**src/rtl/dl_arb_pkg.sv**
```systemverilog
// Shared types for the download/CPU RAM arbiter: FSM states and the FIFO entry layout.
package dl_arb_pkg;

   localparam int unsigned DL_ADDR_W = 25;
   localparam int unsigned DL_DATA_W = 8;

   typedef enum logic [1:0] {
      IDLE    = 2'd0,
      DL_WR   = 2'd1,
      CPU_ACC = 2'd2
   } arb_state_e;

   typedef struct packed {
      logic [DL_ADDR_W-1:0] addr;
      logic [DL_DATA_W-1:0] data;
   } dl_entry_t;

endpackage

```
**src/rtl/dl_fifo.sv**
```systemverilog
// Parameterised synchronous FIFO with show-ahead head, full/empty and an occupancy count.
module dl_fifo #(
   parameter int unsigned DEPTH = 4,
   parameter type         T     = logic [7:0],
   localparam int unsigned PTR_W = $clog2(DEPTH),
   localparam int unsigned CNT_W = $clog2(DEPTH) + 1
) (
   input  logic             clk,
   input  logic             rst_n,
   input  logic             push_i,
   input  logic             pop_i,
   input  T                 din_i,
   output T                 head_c,
   output logic             full_c,
   output logic             empty_c,
   output logic [CNT_W-1:0] count_o
);

   logic [PTR_W-1:0] wr_ptr_q;
   logic [PTR_W-1:0] rd_ptr_q;
   logic [CNT_W-1:0] count_q;
   T                 mem_q [DEPTH];
   logic             pop_ok;
   logic             push_ok;

   assign empty_c = (count_q == '0);
   assign full_c  = (count_q == CNT_W'(DEPTH));
   assign pop_ok  = pop_i & ~empty_c;
   // A full FIFO still accepts a push when the head leaves in the same cycle.
   assign push_ok = push_i & (~full_c | pop_ok);
   assign head_c  = mem_q[rd_ptr_q];
   assign count_o = count_q;

   always_ff @(posedge clk or negedge rst_n) begin
      if (!rst_n) begin
         wr_ptr_q <= '0;
         rd_ptr_q <= '0;
         count_q  <= '0;
      end else begin
         if (push_ok) wr_ptr_q <= wr_ptr_q + PTR_W'(1);
         if (pop_ok)  rd_ptr_q <= rd_ptr_q + PTR_W'(1);
         count_q <= count_q + CNT_W'(push_ok) - CNT_W'(pop_ok);
      end
   end

   always_ff @(posedge clk) begin
      if (push_ok) mem_q[wr_ptr_q] <= din_i;
   end

endmodule

```
**src/rtl/dl_ram_arbiter.sv**
```systemverilog
// Shares one RAM port between buffered download writes (always first) and CPU req/ack accesses.
// Optional macro DL_ARB_CHECKSUM_EN adds dl_csum, a mod-256 sum of download bytes written to RAM.
module dl_ram_arbiter
   import dl_arb_pkg::*;
#(
   parameter int unsigned ADDR_W     = DL_ADDR_W,
   parameter int unsigned FIFO_DEPTH = 4
) (
   input  logic              clk,
   input  logic              reset_n,
   input  logic              dl_active,
   input  logic              dl_wr,
   input  logic [ADDR_W-1:0] dl_addr,
   input  logic [7:0]        dl_data,
   output logic              dl_overflow,
   input  logic              cpu_req,
   input  logic              cpu_we,
   input  logic [ADDR_W-1:0] cpu_addr,
   input  logic [7:0]        cpu_wdata,
   output logic [7:0]        cpu_rdata,
   output logic              cpu_ack,
   output logic              cpu_hold,
   output logic              ram_req,
   output logic              ram_we,
   output logic [ADDR_W-1:0] ram_addr,
   output logic [7:0]        ram_wdata,
   input  logic [7:0]        ram_rdata,
   input  logic              ram_ack
`ifdef DL_ARB_CHECKSUM_EN
   ,
   output logic [7:0]        dl_csum
`endif
);

   localparam int unsigned CNT_W = $clog2(FIFO_DEPTH) + 1;

   arb_state_e        state_q, state_d;
   logic              ram_req_q, ram_req_d;
   logic              ram_we_q, ram_we_d;
   logic [ADDR_W-1:0] ram_addr_q, ram_addr_d;
   logic [7:0]        ram_wdata_q, ram_wdata_d;
   logic              cpu_ack_q, cpu_ack_d;
   logic [7:0]        cpu_rdata_q, cpu_rdata_d;
   logic              ovf_q, ovf_d;
   logic              act_q;

   dl_entry_t         push_e;
   dl_entry_t         fifo_head;
   logic              fifo_full;
   logic              fifo_empty;
   logic [CNT_W-1:0]  fifo_cnt;
   logic              fifo_pop;
   logic              hold_c;
   logic              dl_rise;
   logic              dl_drop;

   // Entry address field is DL_ADDR_W wide; ADDR_W is expected not to exceed it.
   assign push_e = {DL_ADDR_W'(dl_addr), dl_data};

   dl_fifo #(
      .DEPTH (FIFO_DEPTH),
      .T     (dl_entry_t)
   ) u_fifo (
      .clk     (clk),
      .rst_n   (reset_n),
      .push_i  (dl_wr),
      .pop_i   (fifo_pop),
      .din_i   (push_e),
      .head_c  (fifo_head),
      .full_c  (fifo_full),
      .empty_c (fifo_empty),
      .count_o (fifo_cnt)
   );

   assign hold_c   = dl_active | (fifo_cnt != '0);
   assign cpu_hold = reset_n & hold_c;
   assign dl_rise  = dl_active & ~act_q;
   assign dl_drop  = dl_wr & fifo_full & ~fifo_pop;
   // A drop in the same cycle as a dl_active rise still leaves the flag set.
   assign ovf_d    = (ovf_q & ~dl_rise) | dl_drop;

   always_ff @(posedge clk or negedge reset_n) begin
      if (!reset_n) state_q <= IDLE;
      else          state_q <= state_d;
   end

   always_comb begin
      state_d = state_q;
      case (state_q)
         IDLE: begin
            if (!fifo_empty)              state_d = DL_WR;
            else if (cpu_req && !hold_c)  state_d = CPU_ACC;
         end
         DL_WR:   if (ram_ack) state_d = IDLE;
         CPU_ACC: if (ram_ack) state_d = IDLE;
         default: state_d = IDLE;
      endcase
   end

   always_comb begin
      fifo_pop    = 1'b0;
      ram_req_d   = ram_req_q;
      ram_we_d    = ram_we_q;
      ram_addr_d  = ram_addr_q;
      ram_wdata_d = ram_wdata_q;
      cpu_ack_d   = 1'b0;
      cpu_rdata_d = cpu_rdata_q;
      case (state_q)
         IDLE: begin
            if (!fifo_empty) begin
               fifo_pop    = 1'b1;
               ram_req_d   = 1'b1;
               ram_we_d    = 1'b1;
               ram_addr_d  = ADDR_W'(fifo_head.addr);
               ram_wdata_d = fifo_head.data;
            end else if (cpu_req && !hold_c) begin
               ram_req_d   = 1'b1;
               ram_we_d    = cpu_we;
               ram_addr_d  = cpu_addr;
               ram_wdata_d = cpu_wdata;
            end
         end
         DL_WR: begin
            if (ram_ack) begin
               ram_req_d = 1'b0;
               ram_we_d  = 1'b0;
            end
         end
         CPU_ACC: begin
            if (ram_ack) begin
               ram_req_d = 1'b0;
               ram_we_d  = 1'b0;
               cpu_ack_d = 1'b1;
               if (!ram_we_q) cpu_rdata_d = ram_rdata;
            end
         end
         default: begin
            ram_req_d = 1'b0;
            ram_we_d  = 1'b0;
         end
      endcase
   end

   always_ff @(posedge clk or negedge reset_n) begin
      if (!reset_n) begin
         ram_req_q   <= 1'b0;
         ram_we_q    <= 1'b0;
         ram_addr_q  <= '0;
         ram_wdata_q <= '0;
         cpu_ack_q   <= 1'b0;
         cpu_rdata_q <= '0;
         ovf_q       <= 1'b0;
         act_q       <= 1'b0;
      end else begin
         ram_req_q   <= ram_req_d;
         ram_we_q    <= ram_we_d;
         ram_addr_q  <= ram_addr_d;
         ram_wdata_q <= ram_wdata_d;
         cpu_ack_q   <= cpu_ack_d;
         cpu_rdata_q <= cpu_rdata_d;
         ovf_q       <= ovf_d;
         act_q       <= dl_active;
      end
   end

   assign ram_req     = ram_req_q;
   assign ram_we      = ram_we_q;
   assign ram_addr    = ram_addr_q;
   assign ram_wdata   = ram_wdata_q;
   assign cpu_ack     = cpu_ack_q;
   assign cpu_rdata   = cpu_rdata_q;
   assign dl_overflow = ovf_q;

`ifdef DL_ARB_CHECKSUM_EN
   logic [7:0] csum_q, csum_d;

   // Clear on a new download, then add the byte whose write completes this cycle.
   always_comb begin
      csum_d = dl_rise ? 8'h00 : csum_q;
      if (state_q == DL_WR && ram_ack) csum_d = csum_d + ram_wdata_q;
   end

   always_ff @(posedge clk or negedge reset_n) begin
      if (!reset_n) csum_q <= 8'h00;
      else          csum_q <= csum_d;
   end

   assign dl_csum = csum_q;
`endif

endmodule

```
**config.mk**
```make
export PLATFORM = sky130hd
export DESIGN_NAME = dl_ram_arbiter
export DESIGN_NICKNAME = d
export VERILOG_FILES = /design/src/rtl/dl_arb_pkg.sv /design/src/rtl/dl_fifo.sv /design/src/rtl/dl_ram_arbiter.sv
export SDC_FILE = /design/constraint.sdc
export NUM_CORES = 1
export LEC_CHECK = 0
export BUFFER_PORTS_ARGS = -buffer_cell sky130_fd_sc_hd__buf_2
export CAP_MARGIN = 20
export CORE_MARGIN = 2
export CORE_UTILIZATION = 45
export DETAILED_ROUTE_END_ITERATION = 12
export GPL_TIMING_DRIVEN = 1
export HOLD_SLACK_MARGIN = 0.1
export PLACE_DENSITY_LB_ADDON = 0.08
export SLEW_MARGIN = 25
export SYNTH_ARGS = -nofsm -noshare
export SYNTH_HDL_FRONTEND = slang
export SYNTH_SLANG_ARGS = --single-unit
export TNS_END_PERCENT = 10
```
**constraint.sdc**
```tcl
create_clock -name clk -period 4.05 [get_ports clk]
set_input_delay 0.405 -clock clk [delete_from_list [all_inputs] [get_ports clk]]
set_output_delay 0.405 -clock clk [all_outputs]
set_load 0.02 [all_outputs]
```
# After elaboration in Yosys (flattened, before gate mapping)
# Memories as Yosys holds them, arrays and structs flattened.
# Cells that the tools add are included.
# totals
word_cells,69
mem_bits_rw,132
input_bits,81
mem_count,1
register_bits,55
# classes
bitwise_logic,16
n_mux,21
n_eq_ne,6
n_addsub,4
n_reduce_logical,9
# mem_list
name,depth,word_bits,rd,rd_clocked_by_memory_dff,write_ports,line,rtl
u_fifo.mem_q,4,33,1,0,1,dl_fifo.sv:22,T mem_q [DEPTH];
# ops
cell,n
25-bit two-way mux,2
8-bit two-way mux,2
1-bit two-way mux,11
1-bit AND,7
2-bit two-way mux,3
1-bit inverter,6
"2-bit by 1-bit adder with 2-bit output, second input constant",2
"2-bit by 1-bit inequality test with 1-bit output, second input constant",2
1-bit case mux with 2 select lines,2
2-bit case mux with 2 select lines,1
2-bit AND reduction,2
3-bit by 1-bit adder with 3-bit output,1
"3-bit equality test, second input constant",1
3-bit zero test,1
"3-bit inequality test, second input constant",1
1-bit OR,3
3-bit AND reduction,1
3-bit nonzero test,1
3-bit by 1-bit subtractor with 3-bit output,1
"2-bit by 1-bit equality test with 1-bit output, second input constant",1
"2-bit equality test, second input constant",1
2-bit zero test,1
2-bit OR reduction,1
1-bit logical AND,1
1-bit zero test,1

# Longest topological paths before layout
# Gate-level depths: netlist of run 1.
# depth
word_depth,8
ltp_mapped,11

# Hierarchy
# Synthesis of run 1 repeated with hierarchy kept, for this count alone.
# unflattened
hier_cells,457
hier_area_um2,7906.3
# by_module_without_submodules
mod,area_each_um2,cells_each,n_inst,seq_area_each_um2
dl_fifo,5200.0,208,1,4139.0
dl_ram_arbiter,2706.3,249,1,1201.2

# Least setup slack after synthesis of run 1
# OpenSTA, ideal clock, no wires.
# synth_path
path_type,reg2reg
from,"register u_fifo.count_q[1], in the netlist u_fifo.count_o[1]"
to,"register u_fifo.count_q[2], in the netlist u_fifo.count_o[2]"
n_path_buf,1
path_stages_with_launch,10
synth_period_minus_slack_ps,2502
setup_slack_ps,1548
required_time_ps,3926
arrival_ps,2378
setup_time_ps,124
cell_sequence,dfrtp_1 > o31ai_1 > clkbuf_1 > inv_1 > ha_1 > inv_1 > ha_1 > fa_1 > xor2_1 > xnor2_1
# synth_via
elab_chain_len,8
# synth_rtl
item,line,rtl
start: declaration,dl_fifo.sv:21,logic [CNT_W-1:0] count_q;
start signal: assignment,dl_fifo.sv:42,count_q <= count_q + CNT_W'(push_ok) - CNT_W'(pop_ok);
3-bit zero test (*),dl_fifo.sv:26,assign empty_c = (count_q == '0);
1-bit two-way mux,dl_ram_arbiter.sv:110,if (!fifo_empty) begin
1-bit two-way mux,dl_ram_arbiter.sv:108,case (state_q)
1-bit AND (*),dl_fifo.sv:28,assign pop_ok = pop_i & ~empty_c;
via u_fifo.pop_ok,dl_fifo.sv:23,logic pop_ok;
1-bit OR,dl_fifo.sv:30,assign push_ok = push_i & (~full_c | pop_ok);
1-bit AND,dl_fifo.sv:30,
3-bit by 1-bit adder with 3-bit output,dl_fifo.sv:42,
3-bit by 1-bit subtractor with 3-bit output (*),dl_fifo.sv:42,
# The timed path passes the listed nets; every way through them passes the cells marked *.
# A chain may end at the register's enable or synchronous reset.

# Final worst setup path of run 1
# layout_path
from,register state_q[0]
to,"register u_fifo.count_q[2], in the netlist u_fifo.count_o[2]"
# layout_via
elab_chain_len,7
# layout_rtl
item,line,rtl
start: declaration,dl_ram_arbiter.sv:37,"arb_state_e state_q, state_d;"
start signal: assignment,dl_ram_arbiter.sv:84,else state_q <= state_d;
2-bit zero test (*),dl_ram_arbiter.sv:108,
1-bit two-way mux (*),dl_ram_arbiter.sv:108,
1-bit AND (*),dl_fifo.sv:28,
via u_fifo.pop_ok,dl_fifo.sv:23,
1-bit OR,dl_fifo.sv:30,
1-bit AND,dl_fifo.sv:30,
3-bit by 1-bit adder with 3-bit output,dl_fifo.sv:42,
3-bit by 1-bit subtractor with 3-bit output (*),dl_fifo.sv:42,
# Marked as above.

==> results.json, run 1 <==
{
  "final_cell_count_no_fill": 766,
  "dieArea_mm2": 0.0177,
  "maxSlewHeadroom": 0.388,
  "criticalPathCategory": "flop to flop",
  "worstPathRequired_ns": 4.35,
  "num_vias": 4101,
  "crit_buf_inv": 4,
  "clock.fmax_mhz": 389,
  "pre_cts_ws_ns": 1.45,
  "wl_mm": 15.0,
  "gp_congestion": 0.725,
  "crit_path_cell_trace": "inv_1, ha_1, o31ai_4, buf_4, inv_1, ha_1, inv_1, ha_1, fa_1, xor2_1, xnor2_1",
  "layout_common_cells": "132 x edfxtp_1, 126 x buf_2, 53 x dfrtp_1",
  "synth_area_leaders": "edfxtp_1 53%, dfrtp_1 18%, mux4_2 9.9%, o211a_1 4.4%, or4_1 3.3%",
  "status": "complete, no violations",
  "hold_violations": 0,
  "cp_max_fo": 35,
  "dr.pass1.iters": 4,
  "path_delay_family": "adder cells",
  "grt_first_pass_wirelength_mm": 23.9,
  "cp-end-kind": "flop",
  "die_width_um": 133,
  "gr-usage-all-layers": 0.181,
  "std_cell_rows": 47,
  "utilization": 0.549,
  "leakagePower_nw": 3.46,
  "io_buffers": 126,
  "hold_slack_ns": 0.128,
  "ys_types": 33,
  "finClkSkew_ns": 0.0102,
  "numCtsBuffers": 17,
  "num-fill-cells": 1317,
  "p_per_area_mw_per_mm2": 782,
  "wl_per_cell_um": 19.5,
  "layout_commonest_cell": "edfxtp_1",
  "cts_root_buf": "clkbuf_16",
  "h-tree-depth": 4,
  "clk_latency_ns": 0.42,
  "cap_violations": 0,
  "synth_top_area_cell": "edfxtp_1",
  "worst_pin_slew_ns": 0.918,
  "slew_violations": 0,
  "syn_inst": 407,
  "ys_ff_latch": 187,
  "hpwlAfterDp_mm": 9.00,
  "crit_slowest_cell": "fa_1",
  "pin_count": 127,
  "cpPeakStageDelay_ns": 0.38,
  "clkSlewWorstSetupHoldPaths_ns": 0.06,
  "drive_above_1_share": 0.411,
  "antenna_found_initial": 1,
  "synthesis.area_mm2": 0.00749,
  "cts_setup_buffers": 0,
  "core-area_mm2": 0.0164,
  "viasPerCell": 5.35,
  "yosys_warnings": 0,
  "cts_tree": "yes",
  "finalSetupViolCount": 0,
  "start_util": 0.456,
  "grt_max_degree": 57,
  "cts_sinks": 187,
  "initialDrtViolationCount": 271,
  "synth_top_area_share": 0.529,
  "start_kind": "flop",
  "syn_nets": 497,
  "ctsHoldBuffers": 0,
  "ant_nets": 0,
  "areaGrowthSynthToFinish_pct": 20.3,
  "rsz0062_at_grt": "no",
  "reg2reg_slack_ns": 1.48,
  "dpl.cell_count": 732,
  "hold_class": "primary input to flop",
  "drc": 0,
  "peakVddDrop_v": 0.000395,
  "die_h_um": 133,
  "finalWorstSetupSlack_ns": 1.48,
  "cts_buffer_depth": 2,
  "overflow": 0,
  "cp.arrival_ns": 2.87,
  "ctsResizeCount": 0,
  "min_period_ns": 2.57,
  "fin_tns_setup_ns": 0,
  "finalNetCount": 622,
  "avgSynthCellArea_um2": 18.4,
  "synth-seq-area-share": 0.713,
  "grt_pass1_vias": 4361,
  "fin_crit_sh": 0.635
}
## cell families after synthesis
logic type,share of synthesized area
xor+xnor,0.00585
buf+inv,0.0226
flops,0.713
fa+ha+maj,0.0160
mux,0.113
simple gates,0.0748
compound gates,0.0550
## per-stage QoR
stage                     total power [mW]  cell area (um^2)
after floorplan                       4.57              7490
after global placement                5.28              8340
after detailed placement              5.34              8340
after CTS                             7.12              8980
after global routing                  7.45              9010
final                                 7.04              9010
## layout make-up
cell class	count	area, um^2	share of cell area
diodes	1	2.50	0.000278
clock buffers	22	474	0.0526
clock inverters	10	165	0.0183
inverters	10	37.5	0.00417
multi-input cells	183	2010	0.223
flip-flops and latches	187	5340	0.593
well taps	220	275	0.0305
repair buffers	133	703	0.0780
## power breakdown
| group | switching (mW) | total [mW] | internal [mW] |
|---|---|---|---|
| clock | 0.679 | 1.77 | 1.09 |
| combinational | 1.24 | 2.33 | 1.09 |
| sequential | 0.317 | 2.95 | 2.63 |
| total | 2.24 | 7.04 | 4.81 |
## cells in the mapped netlist (all sizes together)
cell	instances
or3	1
xor2	1
and2	5
nand2b	4
mux4	33
fa	1
a21oi	2
buf	7
nor2b	2
edfxtp	132
nand3	1
mux2	9
or4	33
nor4b	1
xnor2	4
o22a	2
nor3	1
or2	33
o21a	1
clkbuf	20
o211a	33
o22ai	1
nor2	2
a2bb2oi	1
dfrtp	55
ha	8
inv	10
a22oi	1
a22o	1
o31ai	2
## state kept, by name, indices dropped and copies added, names as in the netlist
signal / cells
u_fifo.mem_q: 132
ram_addr: 25
cpu_rdata: 8
ram_wdata: 8
u_fifo.count_o: 3
state_q: 2
u_fifo.rd_ptr_q: 2
u_fifo.wr_ptr_q: 2
act_q: 1
cpu_ack: 1
dl_overflow: 1
ram_req: 1
ram_we: 1
## final timing paths
kind / end / depth (start not counted) / start
max reg2reg: u_fifo.count_o[2]$_DFF_PN0_ / 11 / state_q[0]$_DFFE_PN0P_
max in group asynchronous: u_fifo.rd_ptr_q[0]$_DFFE_PN0P_ / 2 / reset_n
min reg2reg: cpu_rdata[2]$_DFFE_PN0P_ / 1 / cpu_rdata[2]$_DFFE_PN0P_
min: act_q$_DFF_PN0_ / 1 / dl_active
min in group asynchronous: cpu_rdata[2]$_DFFE_PN0P_ / 2 / reset_n
max: u_fifo.count_o[2]$_DFF_PN0_ / 11 / state_q[0]$_DFFE_PN0P_
## metal layers
metal	track usage	part of all wire	routed length (um)	vias to the layer above
li1	-	-	-	1871
met1	0.239	0.44	6640	2112
met2	0.300	0.50	7470	102
met3	0.0395	0.043	647	16
met4	0.0603	0.014	212	0
met5	0	0	0	-
Power figures use the tool's default switching activity.
==> run 2: changes to the inputs <==
Clock period 4.05 ns to 2.2 ns, I/O delays scaled along.
==> results.json, run 2 (synthesized netlist as in run 1, its figures left out) <==
{
  "maxSlewHeadroom": 0.478,
  "regToRegStartpoint": "u_fifo.count_o[2]$_DFF_PN0_",
  "wl_mm": 15.8,
  "dieArea_mm2": 0.0177,
  "io_buffers": 126,
  "p_per_area_mw_per_mm2": 1380,
  "hold_slack_ns": 0.0578,
  "drc": 0,
  "grt_max_degree": 56,
  "min_period_ns": 2.12,
  "slew_violations": 0,
  "clkSlewWorstSetupHoldPaths_ns": 0.07,
  "hold_violations": 0,
  "cp-startpoint": "u_fifo.count_o[2]$_DFF_PN0_",
  "start_kind": "flop",
  "die_width_um": 133,
  "cap_violations": 0,
  "std_cell_rows": 47,
  "dr.pass1.iters": 4,
  "cts_root_buf": "clkbuf_16",
  "power.total_mw": 13.3,
  "finalNetCount": 680,
  "core-area_mm2": 0.0164,
  "clk_latency_ns": 0.42,
  "peakVddDrop_v": 0.000604,
  "largest_reg_flops": 132,
  "cts_tree": "yes",
  "worst_pin_slew_ns": 0.783,
  "hold_class": "primary input to async pin",
  "finalSetupViolCount": 0,
  "ant_nets": 0,
  "fin_crit_sh": 0.963,
  "overflow": 0,
  "criticalPathCategory": "flop to flop",
  "antenna_found_initial": 0,
  "wl_per_cell_um": 19.2,
  "cts_setup_buffers": 0,
  "worstPathRequired_ns": 2.50,
  "hpwlAfterDp_mm": 9.63,
  "status": "complete, no violations",
  "layout_common_cells": "132 x edfxtp_1, 126 x buf_2, 51 x dfrtp_1",
  "viasPerCell": 5.30,
  "areaGrowthSynthToFinish_pct": 28.9,
  "clock.fmax_mhz": 472,
  "finClkSkew_ns": 0.00862,
  "pin_count": 127,
  "drive_above_1_share": 0.400,
  "cts_buffer_depth": 2,
  "num_vias": 4361,
  "cts_sinks": 187,
  "gr-usage-all-layers": 0.187,
  "h-tree-depth": 4,
  "start_util": 0.456,
  "die_h_um": 133,
  "cp_max_fo": 5,
  "gp_congestion": 0.699,
  "grt_pass1_vias": 4484,
  "largest-register": "u_fifo.mem_q",
  "initialDrtViolationCount": 276,
  "numCtsBuffers": 17,
  "cp.arrival_ns": 2.42,
  "grt_first_pass_wirelength_mm": 24.9,
  "diodes": 0,
  "fin_tns_setup_ns": 0,
  "leakagePower_nw": 3.72,
  "layout_commonest_cell": "edfxtp_1",
  "cp-end-kind": "flop"
}
## run 2: changes by cell type in the layout (fill, tap and decap cells not counted), moves of 2 or more
cell | before | now
clkinv_2 | 2 | 0
dfrtp_2 | 2 | 4
buf_4 | 6 | 13
buf_12 | 0 | 8
dlygate4sd3_1 | 0 | 44
clkinv_4 | 3 | 1
clkinvlp_4 | 0 | 5
dfrtp_1 | 53 | 51
## run 2: critical path: stages, from the launching register on
cell and delay, ns:
dfrtp_2 0.45, o31ai_4 0.27, inv_1 0.07, ha_1 0.27
inv_1 0.03, ha_1 0.20, fa_1 0.39, xor2_1 0.18
xnor2_1 0.14
## run 2: routing by layer
metal | up-vias | part of all wire | track usage
met2 | 125 | 0.50 | 0.306
met5 | - | 0 | 0
met3 | 12 | 0.041 | 0.0375
met1 | 2237 | 0.45 | 0.254
met4 | 0 | 0.011 | 0.0603
li1 | 1987 | - | -
## run 2: layout make-up
cell class | count | area (um^2)
clock buffer | 22 | 464
multi-input combinational | 183 | 2040
inverter | 10 | 37.5
fill | 1250 | 6750
clock inverter | 10 | 166
sequential | 187 | 5350
tap | 220 | 275
timing repair buffer | 191 | 1330
## run 2: metrics by stage
step / worst slack (ns) / utilization / instances / cell area, um^2
floorplan: -0.143 / - / 407 / 7500
global placement: 0.0664 / 0.521 / 747 / 8550
detailed placement: -0.0177 / 0.521 / 747 / 8550
global route: -0.0372 / 0.589 / 823 / 9660
CTS: 0.0264 / 0.587 / 823 / 9630
finish: 0.0820 / 0.589 / 823 / 9660
## run 2: worst paths after layout
check / end / slack (ns) / cells past startpoint
worst max-delay path: u_fifo.count_o[2]$_DFF_PN0_ / 0.08 / 8
worst min-delay path: ram_wdata[5]$_DFFE_PN0P_ / 0.06 / 2
worst max register to register: u_fifo.count_o[2]$_DFF_PN0_ / 0.08 / 8
worst min register to register: cpu_rdata[2]$_DFFE_PN0P_ / 0.50 / 1
max in group asynchronous: u_fifo.rd_ptr_q[0]$_DFFE_PN0P_ / 1.56 / 2
min in group clk: ram_wdata[1]$_DFFE_PN0P_ / 0.12 / 3
## run 2: repair_timing
action | 4_1_cts | 5_1_grt
resized for setup | 1 | 5
endpoints found under the setup margin | 1 | 1
cloned | 0 | 0
hold buffers | 44 | 0
hold endpoints to repair | 143 | 0
## run 2: where the power goes
group | switching (mW) | internal, mW
logic | 2.58 | 2.30
clock network | 1.25 | 1.97
registers | 0.396 | 4.84
==> run 3: changes to the inputs <==
Settings changed: CELL_PAD_IN_SITES_DETAIL_PLACEMENT set to 0, CELL_PAD_IN_SITES_GLOBAL_PLACEMENT set to 2, CORE_UTILIZATION 45 to 37.
==> results.json, run 3 (synthesized netlist as in run 1, its figures left out) <==
{
  "start_util": 0.374,
  "die_h_um": 146,
  "largest_reg_flops": 132,
  "hold_violations": 0,
  "path_delay_family": "adder cells",
  "worstPathRequired_ns": 2.51,
  "core-area_mm2": 0.0200,
  "clkSlewWorstSetupHoldPaths_ns": 0.07,
  "criticalPathCategory": "flop to flop",
  "hold_slack_ns": 0.112,
  "cp_max_fo": 5,
  "grt_max_degree": 56,
  "drive_above_1_share": 0.400,
  "status": "complete, no violations",
  "crit_path_cell_trace": "inv_1, ha_2, o31ai_4, inv_1, ha_1, inv_1, ha_1, fa_1, xor2_1, xnor2_1",
  "areaGrowthSynthToFinish_pct": 30.7,
  "pin_count": 127,
  "fin_crit_sh": 0.962,
  "finClkSkew_ns": 0.0120,
  "reg2reg_slack_ns": 0.08,
  "start_kind": "flop",
  "fin_tns_setup_ns": 0,
  "viasPerCell": 4.92,
  "crit_slowest_cell": "dfrtp_1",
  "dieArea_mm2": 0.0214,
  "largest-register": "u_fifo.mem_q",
  "cts_root_buf": "clkbuf_16",
  "peakVddDrop_v": 0.000600,
  "cp.arrival_ns": 2.42,
  "cpPeakStageDelay_ns": 0.38,
  "layout_common_cells": "132 x edfxtp_1, 126 x buf_2, 54 x dlygate4sd3_1",
  "initialDrtViolationCount": 145,
  "wl_per_cell_um": 18.9,
  "std_cell_rows": 52,
  "cap_violations": 0,
  "path_common_cell": "inv_1",
  "finalNetCount": 692,
  "ant_nets": 0,
  "h-tree-depth": 4,
  "antenna_found_initial": 0,
  "slew_violations": 0,
  "clk_latency_ns": 0.42,
  "layout_commonest_cell": "edfxtp_1",
  "cts_sinks": 187,
  "num_vias": 4352,
  "grt_pass1_vias": 4638,
  "drc": 0,
  "clock.fmax_mhz": 472,
  "cts_buffer_depth": 2,
  "dr.pass1.iters": 4,
  "min_period_ns": 2.12,
  "p_per_area_mw_per_mm2": 1360,
  "grt_first_pass_wirelength_mm": 26.2,
  "maxSlewHeadroom": 0.477,
  "worst_pin_slew_ns": 0.785,
  "numCtsBuffers": 17,
  "cts_tree": "yes",
  "diodes": 0,
  "leakagePower_nw": 3.77,
  "wl_mm": 16.7,
  "hpwlAfterDp_mm": 10.6,
  "cp-end-kind": "flop",
  "gr-usage-all-layers": 0.162,
  "rsz0062_at_grt": "no",
  "gp_congestion": 0.707,
  "crit_buf_inv": 3,
  "overflow": 0,
  "die_width_um": 146,
  "finalSetupViolCount": 0,
  "io_buffers": 126,
  "hold_class": "primary input to flop"
}
==> run 3: per-stage QoR <==
step,instances,utilization,power (mW),setup slack (ns),cell area [um^2]
2_1_floorplan,407,-,8.43,-0.143,7500
3_3_place_gp,799,0.430,10.1,0.0500,8620
3_5_place_dp,799,0.430,10.2,-0.0359,8620
4_1_cts,885,0.488,13.5,0.0501,9780
5_1_grt,885,0.488,14.1,0.00924,9790
6_report,885,0.488,13.3,0.0830,9790
==> run 3: cell type report <==
cell class | count | area, um^2
inverter | 10 | 37.5
tap | 270 | 338
sequential | 187 | 5350
multi-input combinational | 183 | 2020
fill | 1802 | 10300
timing repair buffer | 203 | 1430
clock buffer | 17 | 425
clock inverter | 15 | 186
==> run 3: final timing paths <==
check | start | to | depth (start not counted)
worst max-delay path | state_q[1]$_DFFE_PN0P_ | u_fifo.count_o[2]$_DFF_PN0_ | 10
worst min-delay path | cpu_wdata[2] | ram_wdata[2]$_DFFE_PN0P_ | 3
worst max register to register | state_q[1]$_DFFE_PN0P_ | u_fifo.count_o[2]$_DFF_PN0_ | 10
worst min register to register | cpu_rdata[3]$_DFFE_PN0P_ | cpu_rdata[3]$_DFFE_PN0P_ | 1
max in group asynchronous | reset_n | u_fifo.rd_ptr_q[0]$_DFFE_PN0P_ | 3
min in group asynchronous | reset_n | cpu_rdata[4]$_DFFE_PN0P_ | 3
==> run 3: layer usage <==
| metal | routed length [um] | global-route usage |
|---|---|---|
| met5 | 0 | 0 |
| met4 | 126 | 0.0466 |
| met3 | 575 | 0.0353 |
| met2 | 8530 | 0.273 |
| met1 | 7500 | 0.213 |
==> run 3: power breakdown <==
part	leakage [nW]	switching, mW	internal [mW]	total [mW]
registers	1.85	0.415	4.83	5.25
logic	1.62	2.60	2.28	4.88
clock network	0.295	1.37	1.82	3.18
total	3.77	4.38	8.93	13.3
==> run 3: worst min-delay path, cell delays in order <==
cell	delay, ns
buf_2	0.07
or4_1	0.09
o211a_1	0.12
==> run 3: what timing repair did <==
item / in CTS / in global routing
hold endpoints to repair: 207 / 0
gates resized for setup: 2 / 2
endpoints found under the setup margin: 1 / 1
setup buffers: 0 / 0
hold buffers: 54 / 0
pin swaps: 0 / 0
